===== config.mk =====
export PLATFORM = sky130hd
export DESIGN_NAME = ddr_cas_scheduler_flat
export DESIGN_NICKNAME = d
export VERILOG_FILES = /design/src/rtl/ddr_cas_scheduler_pkg.sv /design/src/rtl/ddr_cas_scheduler_if.sv /design/src/rtl/ddr_cas_scheduler_lat.sv /design/src/rtl/ddr_cas_scheduler.sv /design/src/flat_wrapper.sv
export SDC_FILE = /design/constraint.sdc
export NUM_CORES = 1
export LEC_CHECK = 0
export CAP_MARGIN = 15
export CORE_MARGIN = 1.5
export CORE_UTILIZATION = 35
export CTS_CLUSTER_DIAMETER = 100
export DETAILED_ROUTE_END_ITERATION = 6
export PLACE_DENSITY = 0.55
export SYNTH_ARGS = -nofsm -noshare
export SYNTH_HDL_FRONTEND = slang
export SYNTH_HIERARCHICAL = 1
export SYNTH_SLANG_ARGS = --single-unit

===== constraint.sdc =====
create_clock -name clock -period 10.7 [get_ports clock]
set_clock_uncertainty 0.1 [all_clocks]
set_input_delay 1.605 -clock clock [delete_from_list [all_inputs] [get_ports clock]]
set_output_delay 1.605 -clock clock [all_outputs]
set_load 0.005 [all_outputs]

===== src/rtl/ddr_cas_scheduler_pkg.sv =====
// Shared types and defaults for the DDR4 CAS scheduling stage.
package ddr_package;

  localparam int unsigned TRCD_DEF    = 16;
  localparam int unsigned DEPTH_DEF   = 4;
  localparam int unsigned MAX_LAT_DEF = 32;
  localparam int unsigned CW_DEF      = 6;
  localparam int unsigned TRCD_W      = 8;

  localparam logic [1:0] RW_WRITE = 2'b01;
  localparam logic [1:0] RW_READ  = 2'b10;

  typedef struct packed {
    logic [1:0] bg;
    logic [1:0] ba;
    logic [9:0] col;
  } mem_addr_type;

  typedef struct packed {
    logic [1:0]        rw;
    mem_addr_type      addr;
    logic [TRCD_W-1:0] trcd_cnt;
  } cas_entry_t;

  function automatic logic rw_valid(input logic [1:0] rw);
    return (rw == RW_WRITE) || (rw == RW_READ);
  endfunction

endpackage


===== src/rtl/ddr_cas_scheduler_if.sv =====
// ACT-in / CAS-out / data-stage handshake bundle of the CAS scheduler.
import ddr_package::*;

interface ddr_cas_scheduler_if;
  logic         act_rdy;
  logic [1:0]   act_rw;
  mem_addr_type act_addr;
  logic         act_stall;
  logic         cas_rdy;
  logic [1:0]   cas_rw;
  mem_addr_type cas_addr;
  logic         rw_rdy;
  logic [1:0]   dimm_rd;
  logic         cas_idle;

  modport master (
    output act_rdy, act_rw, act_addr,
    input  act_stall, cas_rdy, cas_rw, cas_addr, rw_rdy, dimm_rd, cas_idle
  );

  modport slave (
    input  act_rdy, act_rw, act_addr,
    output act_stall, cas_rdy, cas_rw, cas_addr, rw_rdy, dimm_rd, cas_idle
  );
endinterface


===== src/rtl/ddr_cas_scheduler_lat.sv =====
// CAS-to-data latency pipeline: loads {valid,rw} at a stage index, shifts toward stage 1.
module ddr_lat_pipe #(
  parameter int unsigned MAX_LAT = 32,
  parameter int unsigned IW      = $clog2(MAX_LAT + 1)
) (
  input  logic          clock,
  input  logic          reset,
  input  logic          load,
  input  logic [IW-1:0] load_idx,
  input  logic [1:0]    load_rw,
  output logic          rw_rdy,
  output logic [1:0]    dimm_rd,
  output logic          busy_c
);

  logic [MAX_LAT:1]       vld, vld_nxt;
  logic [MAX_LAT:1][1:0]  rwq, rwq_nxt;

  // Shift by one stage; an issue overwrites only its own stage.
  always_comb begin
    vld_nxt = {1'b0, vld[MAX_LAT:2]};
    rwq_nxt = {2'b00, rwq[MAX_LAT:2]};
    for (int i = 1; i <= int'(MAX_LAT); i++) begin
      if (load && (load_idx == IW'(i))) begin
        vld_nxt[i] = 1'b1;
        rwq_nxt[i] = load_rw;
      end
    end
  end

  assign busy_c = |vld;

  always_ff @(posedge clock or posedge reset) begin
    if (reset) begin
      vld     <= '0;
      rwq     <= '0;
      rw_rdy  <= 1'b0;
      dimm_rd <= 2'b00;
    end else begin
      vld     <= vld_nxt;
      rwq     <= rwq_nxt;
      rw_rdy  <= vld[1];
      dimm_rd <= vld[1] ? rwq[1] : 2'b00;
    end
  end

endmodule


===== src/rtl/ddr_cas_scheduler.sv =====
// In-order CAS issue after tRCD/tCCD, with CL/CWL-timed data-phase strobe.
module ddr_cas_scheduler import ddr_package::*; #(
  parameter int unsigned DEPTH   = DEPTH_DEF,
  parameter int unsigned TRCD    = TRCD_DEF,
  parameter int unsigned MAX_LAT = MAX_LAT_DEF,
  parameter int unsigned CW      = CW_DEF
) (
  input  logic                  clock,
  input  logic                  reset,
  ddr_cas_scheduler_if.slave    bus,
  input  logic [CW-1:0]         CL,
  input  logic [CW-1:0]         CWL,
  input  logic [1:0]            RD_PRE,
  input  logic [1:0]            WR_PRE,
  input  logic [CW-1:0]         tCCD,
  input  logic                  config_done,
  output logic                  ovf_err
);

  localparam int unsigned PW = $clog2(DEPTH);
  localparam int unsigned LW = CW + 2;
  localparam int unsigned IW = $clog2(MAX_LAT + 1);

  cas_entry_t      q [DEPTH];
  cas_entry_t      head;
  logic [PW:0]     wr_ptr, rd_ptr;
  logic [CW-1:0]   ccd_cnt;
  logic            empty, full, issue_now, enq, pipe_busy;
  logic [LW-1:0]   lat_raw;
  logic [IW-1:0]   lat_idx;

  // Decision is made one cycle ahead of the registered strobe, so the head
  // qualifies once its counter will have reached zero by the cas_rdy cycle.
  always_comb begin
    head      = q[rd_ptr[PW-1:0]];
    empty     = (wr_ptr == rd_ptr);
    full      = (wr_ptr[PW-1:0] == rd_ptr[PW-1:0]) && (wr_ptr[PW] != rd_ptr[PW]);
    issue_now = !empty && (head.trcd_cnt <= TRCD_W'(1)) && (ccd_cnt == '0) && config_done;
  end

  assign bus.act_stall = full & ~issue_now;
  assign enq           = bus.act_rdy & rw_valid(bus.act_rw) & ~bus.act_stall;

  // Data-phase latency with clamp to [1, MAX_LAT].
  always_comb begin
    lat_raw = (head.rw == RW_READ) ? (LW'(CL) + LW'(RD_PRE)) : (LW'(CWL) + LW'(WR_PRE));
    lat_idx = IW'(lat_raw);
    if (lat_raw > LW'(MAX_LAT)) begin
      lat_idx = IW'(MAX_LAT);
    end else if (lat_raw == '0) begin
      lat_idx = IW'(1);
    end
  end

  always_ff @(posedge clock or posedge reset) begin
    if (reset) begin
      for (int i = 0; i < int'(DEPTH); i++) q[i] <= '0;
      wr_ptr <= '0;
    end else begin
      for (int i = 0; i < int'(DEPTH); i++) begin
        if (q[i].trcd_cnt != '0) q[i].trcd_cnt <= q[i].trcd_cnt - TRCD_W'(1);
      end
      if (enq) begin
        q[wr_ptr[PW-1:0]] <= '{rw: bus.act_rw, addr: bus.act_addr,
                               trcd_cnt: TRCD_W'(TRCD - 1)};
        wr_ptr <= wr_ptr + (PW+1)'(1);
      end
    end
  end

  always_ff @(posedge clock or posedge reset) begin
    if (reset) begin
      rd_ptr       <= '0;
      ccd_cnt      <= '0;
      ovf_err      <= 1'b0;
      bus.cas_rdy  <= 1'b0;
      bus.cas_rw   <= 2'b00;
      bus.cas_addr <= '0;
      bus.cas_idle <= 1'b1;
    end else begin
      if (issue_now) begin
        rd_ptr  <= rd_ptr + (PW+1)'(1);
        ccd_cnt <= tCCD - CW'(1);
      end else if (ccd_cnt != '0) begin
        ccd_cnt <= ccd_cnt - CW'(1);
      end
      ovf_err      <= ovf_err | (bus.act_rdy & rw_valid(bus.act_rw) & bus.act_stall);
      bus.cas_rdy  <= issue_now;
      bus.cas_rw   <= issue_now ? head.rw : 2'b00;
      bus.cas_addr <= issue_now ? head.addr : '0;
      bus.cas_idle <= empty & ~pipe_busy & ~enq;
    end
  end

  ddr_lat_pipe #(
    .MAX_LAT (MAX_LAT),
    .IW      (IW)
  ) u_lat_pipe (
    .clock    (clock),
    .reset    (reset),
    .load     (issue_now),
    .load_idx (lat_idx),
    .load_rw  (head.rw),
    .rw_rdy   (bus.rw_rdy),
    .dimm_rd  (bus.dimm_rd),
    .busy_c   (pipe_busy)
  );

endmodule


===== src/flat_wrapper.sv =====
// flat-port wrapper written by rule: the top's interface ports become plain ports
module ddr_cas_scheduler_flat import ddr_package::*;
#(
  parameter int unsigned DEPTH   = DEPTH_DEF,
  parameter int unsigned TRCD    = TRCD_DEF,
  parameter int unsigned MAX_LAT = MAX_LAT_DEF,
  parameter int unsigned CW      = CW_DEF
)
  (clock, reset, CL, CWL, RD_PRE, WR_PRE, tCCD, config_done, ovf_err, bus_act_rdy, bus_act_rw, bus_act_addr, bus_act_stall, bus_cas_rdy, bus_cas_rw, bus_cas_addr, bus_rw_rdy, bus_dimm_rd, bus_cas_idle);
  ddr_cas_scheduler_if bus_i ();
  input  logic clock;
  input  logic reset;
  input  logic [CW-1:0] CL;
  input  logic [CW-1:0] CWL;
  input  logic [1:0] RD_PRE;
  input  logic [1:0] WR_PRE;
  input  logic [CW-1:0] tCCD;
  input  logic config_done;
  output logic ovf_err;
  input wire logic [$bits(bus_i.act_rdy)-1:0] bus_act_rdy;
  input wire logic [$bits(bus_i.act_rw)-1:0] bus_act_rw;
  input wire logic [$bits(bus_i.act_addr)-1:0] bus_act_addr;
  output wire logic [$bits(bus_i.act_stall)-1:0] bus_act_stall;
  output wire logic [$bits(bus_i.cas_rdy)-1:0] bus_cas_rdy;
  output wire logic [$bits(bus_i.cas_rw)-1:0] bus_cas_rw;
  output wire logic [$bits(bus_i.cas_addr)-1:0] bus_cas_addr;
  output wire logic [$bits(bus_i.rw_rdy)-1:0] bus_rw_rdy;
  output wire logic [$bits(bus_i.dimm_rd)-1:0] bus_dimm_rd;
  output wire logic [$bits(bus_i.cas_idle)-1:0] bus_cas_idle;
  assign bus_i.act_rdy = bus_act_rdy;
  assign bus_i.act_rw = bus_act_rw;
  assign bus_i.act_addr = bus_act_addr;
  assign bus_act_stall = bus_i.act_stall;
  assign bus_cas_rdy = bus_i.cas_rdy;
  assign bus_cas_rw = bus_i.cas_rw;
  assign bus_cas_addr = bus_i.cas_addr;
  assign bus_rw_rdy = bus_i.rw_rdy;
  assign bus_dimm_rd = bus_i.dimm_rd;
  assign bus_cas_idle = bus_i.cas_idle;
  ddr_cas_scheduler #(.DEPTH(DEPTH), .TRCD(TRCD), .MAX_LAT(MAX_LAT), .CW(CW)) u_core (.clock(clock), .reset(reset), .bus(bus_i), .CL(CL), .CWL(CWL), .RD_PRE(RD_PRE), .WR_PRE(WR_PRE), .tCCD(tCCD), .config_done(config_done), .ovf_err(ovf_err));
endmodule

# == Word level (Yosys, flattened, before mapping) ==
# Cells that the tools add are included.
# classes
n_addsub,10
order_cmp,5
eq_ne,38
mux,83
n_bitwise,13
reduce_logical,48
# ops
cell,count
$bwmux W96,1
$eq A6 B5 Y1 const B,16
$mux W80,1
$mux W24,3
$mux W2,34
$bmux W24 S2,1
$demux W24 S2,1
$eq A6 B4 Y1 const B,8
$mux W8,5
$logic_and A1 B1 Y1,37
$mux W1,32
$reduce_bool A8 Y1,4
$reduce_or A32 Y1,1
$sub A8 B1 Y8 const B,4
$eq A6 B3 Y1 const B,4
$mux W6,4
$add A6 B2 Y7,2
$mux W14,1
$eq A6 B2 Y1 const B,2
$sub A6 B1 Y6 const B,2
$gt A8 B6 Y1 const B,1
$le A8 B1 Y1 const B,1
$logic_not A8 Y1,1
$add A3 B1 Y3 const B,2
18 further kinds,29
# word_totals
regBits,226
input_bits,42
out_inout_bits,23
word_cells,262

# == Longest topological paths before layout ==
# logic_depth
word_depth,14
mapped_depth,12
mapped_depth_nobuf,11

# == Modules after synthesis ==
# Netlist, hierarchy kept.
# modules_own_cells
module,instances,cells_each,area_each_um2,seq_area_each_um2
ddr_cas_scheduler,1,508,6367.4,3179.3
ddr_lat_pipe,1,272,3888.7,2477.4

# == Least setup slack after synthesis ==
# No wires, ideal clock.
# synth_timing
kind,input port to flip-flop
startpoint,in CL[0]
endpoint,reg u_core/u_lat_pipe/rwq[24] (netlist name)
setup_ns,0.125
t_arrival_ns,4.302
t_required_ns,10.475
setup_slack_ns,6.174
path_stages,8
n_path_buf,0
path_cell_list,ha_1 > fa_1 > nand3_1 > o311ai_0 > nor2_1 > or3b_4 > nor4b_4 > mux2_2
# synth_rtl
item,line,text
from (decl),flat_wrapper.sv:13,input logic [CW-1:0] CL;
to (signal assigned),ddr_cas_scheduler_lat.sv:41,rwq <= rwq_nxt;
to (decl),ddr_cas_scheduler_lat.sv:17,"logic [MAX_LAT:1][1:0] rwq, rwq_nxt;"

==> reports/qor.txt <==
HP Class - reg2reg
Critical Path RT - 11.00 ns
Vias - 6059
outcome - completed
GRT Total Usage - 14.1%
synth unique cells - 58
CP max-delay cell - a211oi_2
initial antenna violation count - 0
Slew Limit Headroom - 29.0%
# setup viols final - 0
Overflow after GRT - 0
Leak - 5.73 nW
Post-Syn Area - 10300 µm²
# DRC - 0
# rows - 62
Yosys top cell by area - dfrtp_1
Critical Path Source Type - flip-flop
Slowest Stage Delay on Critical Path - 0.93 ns
Vias/cell - 4.84
clk slew on worst S/H paths - 0.06 ns
largest net degree at the start of global routing - 73
share of the synthesized area in the top cell type - 54.9%
nets - 912
adder-cell share of the synthesized area - 2.59%
area fraction in compound gates after synthesis - 2.72%
crit path cell chain - buf_4 > mux4_2 > nand2b_1 > mux2i_1 > o311ai_1 > a211oi_2 > nor4bb_1 > nand2_1 > mux2_2
Ys Warns - 6
share of layout cells above drive strength 1 - 25.4%
R2R Path End - u_core/u_lat_pipe/rwq[19]$_DFF_PP0_
RR Startpoint - u_core/rd_ptr[0]$_DFFE_PP0P_
Crit. Startpoint - u_core/rd_ptr[0]$_DFFE_PP0P_
fin. max-slew vios - 0
TritonRoute pass-1 iters - 4
CTS tree - done
I/O Buffers - 64
vias in the first global route - 6606
die width - 174 µm
post-synthesis sequential area ratio - 55.2%
Main synth FF type - dfrtp_1
area share of xor/xnor cells in the synthesized design - 3.42%
Post-Synth Simple-Gate Area - 14.3%
Finished Core Util - 41.9%
CTS Buf Count - 25
Max Buffers Root-to-Sink - 3
syn avg cell area - 13.1 µm²
FF-to-FF path depth - 9
Max VDD drop - 0.120 mV
FMAX - 190 MHz
boundary pin count - 65
CP endpoint - u_core/u_lat_pipe/rwq[19]$_DFF_PP0_
synth top area cells - dfrtp_1, mux2_2, mux2_4
Slew @ Worst Pin - 1.06 ns
clk_lat worst skew - 0.52 ns
hold_buf cts - 0
post-route antenna net violation count - 0
RSZ-0062 raised after global routing - false
area of the core - 28800 µm²
CP max FO - 34
CTS root buf - clkbuf_16
largest family of logic cells by synthesized area - multiplexers
die span in y - 174 µm
Final Power - 0.00285 W
cells resized by post-CTS repair - 0
Critical Path AT - 5.55 ns
H-tree depth - 1
Starting Density - 35.6%
setup TNS - 0 ns
Final min period - 5.26 ns
layout filler cell count - 2701
post-DP HPWL - 13.2 mm
Net Count, Synth - 842
Setup CP Type - reg2reg
Final Hold Fails - 0
Wirelength per Cell - 16.5 µm
Worst setup EP type - flip-flop
worst hold slack - 0.327 ns
drt total wl - 20.7 mm
die area - 30300 µm²
max cap viols - 0
first-pass GRT wire length - 34.8 mm
Clock Sinks - 226
Post-synth ARST share - 100%
PwrDens - 237 nW/µm²
global placement routability congestion - 0.761
# Post-CTS Setup Buffers - 0
R2R setup slack - 5.44 ns
Syn-to-layout area delta - 17.5%
total inserted antenna cells - 0
mux cell area share after synthesis - 19.5%
Synth Instances - 780
First DRT Iteration DRCs - 233
Final period util - 49.1%
EDFF count, synth - 0
synthesized flop and latch total - 226
sequential cells by signal, summed over array words and instances (netlist names), 3 cells and up:
signal / flops
u_core/q: 96
u_core/u_lat_pipe/rwq: 64
u_core/u_lat_pipe/vld: 32
u_core/bus.cas_addr: 14
u_core/ccd_cnt: 6
u_core/rd_ptr: 3
u_core/wr_ptr: 3
synth_stat cells, drive strengths merged, types with 7 or more instances:
library cell	instances
dfrtp	225
mux2	124
nand2	63
nor2	29
nand2b	24
xnor2	23
nor2b	22
nor3	21
nor4	19
ha	18
inv	18
xor2	17
buf	16
mux4	16
a21oi	15
nand3	15
o21ai	14
clkbuf	12
or2	11
and3	10
mux2i	9
nand4	9
and2	7
cell usage in the layout (no fill, tap or decap), drive strengths merged, types with 18 or more instances in the layout:
master | synthesis | layout
dfrtp | 225 | 225
mux2 | 124 | 124
clkdlybuf4s50 | 0 | 64
nand2 | 63 | 63
clkbuf | 12 | 37
nor2 | 29 | 29
nand2b | 24 | 24
xnor2 | 23 | 23
nor2b | 22 | 22
nor3 | 21 | 21
nor4 | 19 | 19
inv | 18 | 19
ha | 18 | 18
cell type report:
cell class / count / area, µm² / share of cell area (%)
inverters: 18 / 72.6 / 0.602
flip-flops and latches: 226 / 5660 / 46.9
clock inverters: 7 / 66.3 / 0.550
clock buffers: 37 / 721 / 5.98
well taps: 384 / 480 / 3.99
repair buffers: 71 / 693 / 5.75
multi-input cells: 508 / 4360 / 36.2
kinds of logic (layout without fill, tap and decap cells):
group	after synthesis	after routing
and+or+nand+nor	254	254
DFF	226	226
muxes	149	149
buffers and inverters	46	133
AOI/OAI and AO/OA	45	45
xor gates and xnor gates	40	40
adders and majority gates	20	20
stage by stage:
step	worst slack, ns	std cells	instance area (µm²)
floorplan	5.61	780	10300
global placement	5.34	1206	11300
detailed placement	5.24	1206	11300
CTS	5.40	1250	12000
global route	4.95	1251	12100
finish	5.44	1251	12100
power by group:
part	total [W]	internal [W]	switching, W
clock network	0.000827	0.000488	0.000339
registers	0.00121	0.00106	0.000147
logic	0.000819	0.000432	0.000388
critical path: cells and delay by family (launching register included):
kind / cells / cell delay (ns)
and+or+nand+nor: 3 / 1.26
DFF: 1 / 0.62
AOI/OAI and AO/OA: 2 / 1.24
buffers and inverters: 1 / 0.41
muxes: 3 / 1.48
layer usage:
layer	global-route usage, %	part of all wire, %	vias up
li1	-	-	2876
met1	19.1	46	3050
met2	23.3	48	99
met3	2.69	4.0	34
met4	3.63	2.0	0
met5	0	0	-
worst min-delay path by stage:
stage,startpoint,end,slack (ns),depth (start not counted)
after floorplan,u_core/u_lat_pipe/vld[1]$_DFF_PP0_,u_core/u_lat_pipe/rw_rdy$_DFF_PP0_,0.28,0
after global placement,u_core/u_lat_pipe/vld[1]$_DFF_PP0_,u_core/u_lat_pipe/rw_rdy$_DFF_PP0_,0.33,0
after detailed placement,u_core/u_lat_pipe/vld[1]$_DFF_PP0_,u_core/u_lat_pipe/rw_rdy$_DFF_PP0_,0.33,0
after CTS,u_core/u_lat_pipe/vld[1]$_DFF_PP0_,u_core/u_lat_pipe/rw_rdy$_DFF_PP0_,0.34,0
after global routing,u_core/u_lat_pipe/vld[1]$_DFF_PP0_,u_core/u_lat_pipe/rw_rdy$_DFF_PP0_,0.36,0
final,u_core/u_lat_pipe/vld[1]$_DFF_PP0_,u_core/u_lat_pipe/rw_rdy$_DFF_PP0_,0.33,0
No activity file was read; power rests on OpenSTA's default activity.
